**src/rtl/insr_fetch.sv**
```systemverilog
// Instruction fetch stage: requests one word at a time from instruction memory,
// holds it for the decoder, and follows branch/jump redirects.
module insr_fetch #(
   parameter logic [31:0] RESET_PC = 32'h0000_0000,
   parameter logic [31:0] PC_STEP  = 32'd4
) (
   input  logic        clk,
   input  logic        rst_n,
   output logic        imem_req,
   output logic [31:0] imem_addr,
   input  logic        imem_ack,
   input  logic [31:0] imem_rdata,
   output logic [31:0] format,
   output logic        format_valid,
   input  logic        dec_ready,
   input  logic        redirect_valid,
   input  logic [31:0] redirect_pc,
   output logic [31:0] pc_out,
   output logic        misalign,
   output logic [31:0] instr_count
);

   localparam int unsigned XLEN = 32;
   localparam logic [XLEN-1:0] NOP_WORD = 32'h0000_0013;

   typedef enum logic [1:0] {
      S_BOOT = 2'd0,
      S_REQ  = 2'd1,
      S_HOLD = 2'd2
   } state_t;

   state_t            state_q;
   logic [XLEN-1:0]   pc_q;
   logic [XLEN-1:0]   format_q;
   logic [XLEN-1:0]   pc_out_q;
   logic              format_valid_q;
   logic              imem_req_q;
   logic              misalign_q;
   logic [XLEN-1:0]   instr_count_q;

   logic [XLEN-1:0]   redirect_pc_d;
   logic [XLEN-1:0]   pc_next_d;

   // Redirect targets are forced to word alignment; the dropped bits raise misalign.
   assign redirect_pc_d = {redirect_pc[XLEN-1:2], 2'b00};
   assign pc_next_d     = pc_q + PC_STEP;

   // Redirect pre-empts every state, so any same-cycle ack or handover is dropped.
   always_ff @(posedge clk) begin
      if (!rst_n) begin
         state_q        <= S_BOOT;
         pc_q           <= RESET_PC;
         format_q       <= NOP_WORD;
         pc_out_q       <= RESET_PC;
         format_valid_q <= 1'b0;
         imem_req_q     <= 1'b0;
         misalign_q     <= 1'b0;
         instr_count_q  <= '0;
      end else begin
         misalign_q <= 1'b0;
         if (redirect_valid) begin
            pc_q           <= redirect_pc_d;
            format_valid_q <= 1'b0;
            imem_req_q     <= 1'b1;
            misalign_q     <= |redirect_pc[1:0];
            state_q        <= S_REQ;
         end else begin
            case (state_q)
               S_BOOT: begin
                  imem_req_q <= 1'b1;
                  state_q    <= S_REQ;
               end
               S_REQ: begin
                  if (imem_ack) begin
                     format_q       <= imem_rdata;
                     pc_out_q       <= pc_q;
                     format_valid_q <= 1'b1;
                     imem_req_q     <= 1'b0;
                     state_q        <= S_HOLD;
                  end
               end
               S_HOLD: begin
                  if (dec_ready) begin
                     pc_q           <= pc_next_d;
                     format_valid_q <= 1'b0;
                     instr_count_q  <= instr_count_q + XLEN'(1);
                     imem_req_q     <= 1'b1;
                     state_q        <= S_REQ;
                  end
               end
               default: begin
                  format_valid_q <= 1'b0;
                  imem_req_q     <= 1'b0;
                  state_q        <= S_BOOT;
               end
            endcase
         end
      end
   end

   assign imem_req     = imem_req_q;
   assign imem_addr    = pc_q;
   assign format       = format_q;
   assign format_valid = format_valid_q;
   assign pc_out       = pc_out_q;
   assign misalign     = misalign_q;
   assign instr_count  = instr_count_q;

endmodule

```
**config.mk**
```make
export PLATFORM = sky130hd
export DESIGN_NAME = insr_fetch
export DESIGN_NICKNAME = d
export VERILOG_FILES = /design/src/rtl/insr_fetch.sv
export SDC_FILE = /design/constraint.sdc
export NUM_CORES = 1
export LEC_CHECK = 0
export BUFFER_PORTS_ARGS = -buffer_cell sky130_fd_sc_hd__buf_4
export CORE_AREA = 3 3 111 113
export DETAILED_ROUTE_END_ITERATION = 8
export DIE_AREA = 0 0 114 116
export GPL_ROUTABILITY_DRIVEN = 0
export PLACE_DENSITY = 0.8
export SLEW_MARGIN = 20
export SYNTH_ARGS = -nofsm -noshare
export SYNTH_HDL_FRONTEND = slang
export SYNTH_SLANG_ARGS = --single-unit
export TNS_END_PERCENT = 100
```
**constraint.sdc**
```tcl
create_clock -name clk -period 3 [get_ports clk]
set_clock_uncertainty 0.15 [all_clocks]
set_input_delay 0.3 -clock clk [delete_from_list [all_inputs] [get_ports clk]]
set_output_delay 0.3 -clock clk [all_outputs]
set_load 0.005 [all_outputs]
```
==> qor.yml <==
final_layout:
  syn_to_final_growth_pct: 43.3
  nets: 957
  num_antenna_cells: 0
  drive_above_1_share_pct: 27.0
  finalNonFillerCells: 1042
  post-route-cell-area_um2: 8110
detailed_routing:
  firstDrtPassIters: 5
  drt-vias-per-instance: 5.33
  drc: 0
  wl_per_cell_um: 15.6
  vias: 5551
  postRouteAntennaNets: 0
  drt_wl_total_mm: 16.2
  drt-initial-drc-count: 380
floorplan:
  start_util_pct: 49.6
  fp.dieArea_um2: 13200
  die_h_um: 116
  io_pins: 200
  fp.dieW_um: 114
  core_um2: 11400
  rows: 39
setup_path:
  slowest_stage: "nor4_1"
  cp.buffers_inverters: 0
  endpoint_kind: "register"
  crit_chain: "and4bb_1 > nand4_2 > nor4_1 > xor2_1 > and2_1"
  crit_path_start_kind: "register"
  path_class: "reg -> reg"
  crit_fanout: 13
  cp.required_ns: 3.16
  path_delay_family: "simple AND/OR/NAND/NOR gates"
  slowest_delay_ns: 0.50
  critPathArrivalTime_ns: 2.45
grt:
  grt_max_degree: 108
  grt_usage_pct: 24.4
  antenna_found_initial: 0
  grt_pass1_vias: 5371
  grt_pass1_wl_mm: 25.9
  grt-ovfl-total: 0
timing:
  rsz0062_at_grt: "false"
  tightest_slew_ns: 0.876
  timing.final.crit_share_pct: 76.2
  max_slew_margin_pct: 41.6
  hold_viol: 0
  setup_violations: 0
  period_minus_slack_ns: 2.29
  whs_ns: 0.0105
  fmax_mhz: 438
  slew_violations: 0
  tns_ns: 0
clocking:
  insertion_delay_ns: 0.42
  root_buffer: "clkbuf_16"
  cts_buffers: 17
  numClockSinks: 128
  cts_tree: "built"
  clk_pin_slew_ns: 0.06
  cts_buffer_depth: 2
  cts_resized: 0
  cts_max_level: 4
  postCtsSetupRepairBufs: 0
  ctsHoldBuffers: 34
logic_synthesis:
  ys_seq_area_share_pct: 45.2
  postSynthAreaPerCell_um2: 8.45
  synth_fa_ha_area_share_pct: 0.442
  synth_compound_area_share_pct: 14.6
  synth_warnings: 0
  mappedNetlistArea_um2: 5660
  synth_xor_area_share_pct: 8.51
  postSynthCellCount: 670
  synth_top_family_by_area: "simple AND/OR/NAND/NOR gates"
  ys_ff_latch: 128
  synth_mux_area_share_pct: 0.177
  yosysUniqueCellTypes: 38
  yosys.area_share.simple_pct: 27.2
placed_design:
  hpwl_mm: 11.1
  dpl.cell_count: 976
  placed_cell_area_um2: 7200
  portBuffers: 195
worst_hold_path:
  hold_class: "in -> reg"
pwr:
  p_per_area_nw_per_um2: 511
  vdd_drop_max_v: 0.000391
  cellLeakagePower_nw: 3.44
flow_run:
  cap_violations: 0
status:
  outcome: "finished, final reports clean"
## cell families after synthesis
| family | count (synthesis) |
|---|---|
| DFF | 128 |
| and+or+nand+nor | 302 |
| xor gates and xnor gates | 55 |
| adders and majority gates | 2 |
| other | 1 |
| muxes | 1 |
| AOI/OAI and AO/OA | 131 |
| buffers and inverters | 50 |
## power by group
group / internal (mW) / leakage, nW / switching [mW] / total [mW]
sequential: 1.75 / 1.04 / 0.0649 / 1.82
clock: 1.27 / 0.287 / 0.705 / 1.97
combinational: 0.204 / 2.11 / 0.149 / 0.353
total: 3.22 / 3.44 / 0.919 / 4.14
## through the flow
step	total power, mW	util [%]	setup slack [ns]
after floorplan	1.98	-	1.04
after global placement	2.16	63.1	0.741
after detailed placement	2.17	63.1	0.658
after CTS	4.17	71.0	0.755
after global routing	4.29	71.0	0.498
final	4.14	71.0	0.715
## layout make-up
type	instances	area, um2
multi-input combinational	495	2910
clock buffer	27	523
sequential	128	2560
inverter	8	30.0
tap	143	179
fill	867	3310
clock inverter	5	50.0
timing repair buffer	236	1860
## worst min-delay path: stages
cell     delay [ns]
buf_4          0.07
o21ai_0        0.06
a21oi_1        0.11
## flip-flops by register name, summed over array words and instances, names as in the netlist
| signal | flops |
|---|---|
| state_q | 2 |
| misalign | 1 |
| format | 32 |
| format_valid | 1 |
| pc_out | 30 |
| instr_count | 32 |
| imem_addr | 30 |
## routing by layer
| layer | global-route usage [%] | wire (um) | up-vias |
|---|---|---|---|
| met4 | 10.5 | 383 | 0 |
| li1 | - | - | 2698 |
| met2 | 41.9 | 8170 | 232 |
| met3 | 7.21 | 1290 | 35 |
| met5 | 0 | 0 | - |
| met1 | 28.5 | 6390 | 2586 |
## Yosys cell counts
cell	number	share of area, %
nor3_1	19	1.7
nand2_1	162	11
nor4_1	8	0.88
or3_1	4	0.44
and2_1	31	3.4
a21oi_1	27	2.4
xnor2_1	20	3.1
and3b_1	1	0.15
nand4_2	1	0.22
xor2_1	35	5.4
nand4_4	1	0.38
nand4_1	16	1.8
dfxtp_1	128	45
nand3_1	19	1.7
nor3_2	1	0.18
o21a_1	1	0.13
o21ai_0	36	3.2
or4_4	2	0.40
mux2i_1	1	0.18
nor2_1	7	0.46
and4bb_1	1	0.22
nor4_2	3	0.66
nand3b_1	1	0.13
and3_1	9	0.99
and4_1	6	0.93
buf_2	3	0.27
conb_1	1	0.066
o211a_1	2	0.35
clkbuf_1	34	2.3
nor4_4	2	0.75
nand3b_4	1	0.35
inv_1	8	0.53
a21boi_0	64	8.5
nor2b_1	4	0.44
ha_1	2	0.44
o21ai_1	1	0.088
nand2b_1	3	0.33
buf_4	5	0.66
## path summary, 6_finish.rpt
path                       start         endpoint  slack [ns]  depth (start not counted)
setup / recovery      state_q[1]  instr_count[28]        0.71                          5
setup reg to reg      state_q[1]  instr_count[28]        0.71                          5
hold reg to reg       pc_out[24]       pc_out[24]        0.31                          2
hold / removal    redirect_pc[5]     imem_addr[5]        0.01                          3
## placed cells by master, fill, tap and decap left out, types with 2 or more instances in the layout
master	synthesis	final
buf_4	5	202
nand2_1	162	162
dfxtp_1	128	128
a21boi_0	64	64
o21ai_0	36	36
xor2_1	35	35
dlygate4sd3_1	0	34
and2_1	31	31
a21oi_1	27	27
xnor2_1	20	20
nand3_1	19	19
nor3_1	19	19
clkbuf_16	0	17
nand4_1	16	16
and3_1	9	9
inv_1	8	8
nor4_1	8	8
and4_1	6	6
nor2_1	7	6
clkbuf_8	0	6
or3_1	4	4
nor2b_1	4	4
conb_1	1	4
clkbuf_1	34	4
clkinv_2	0	4
nor4_2	3	3
or4_4	2	2
nor4_4	2	2
nand2b_1	3	2
o211a_1	2	2
ha_1	2	2
(Power assumes the default switching activity.)
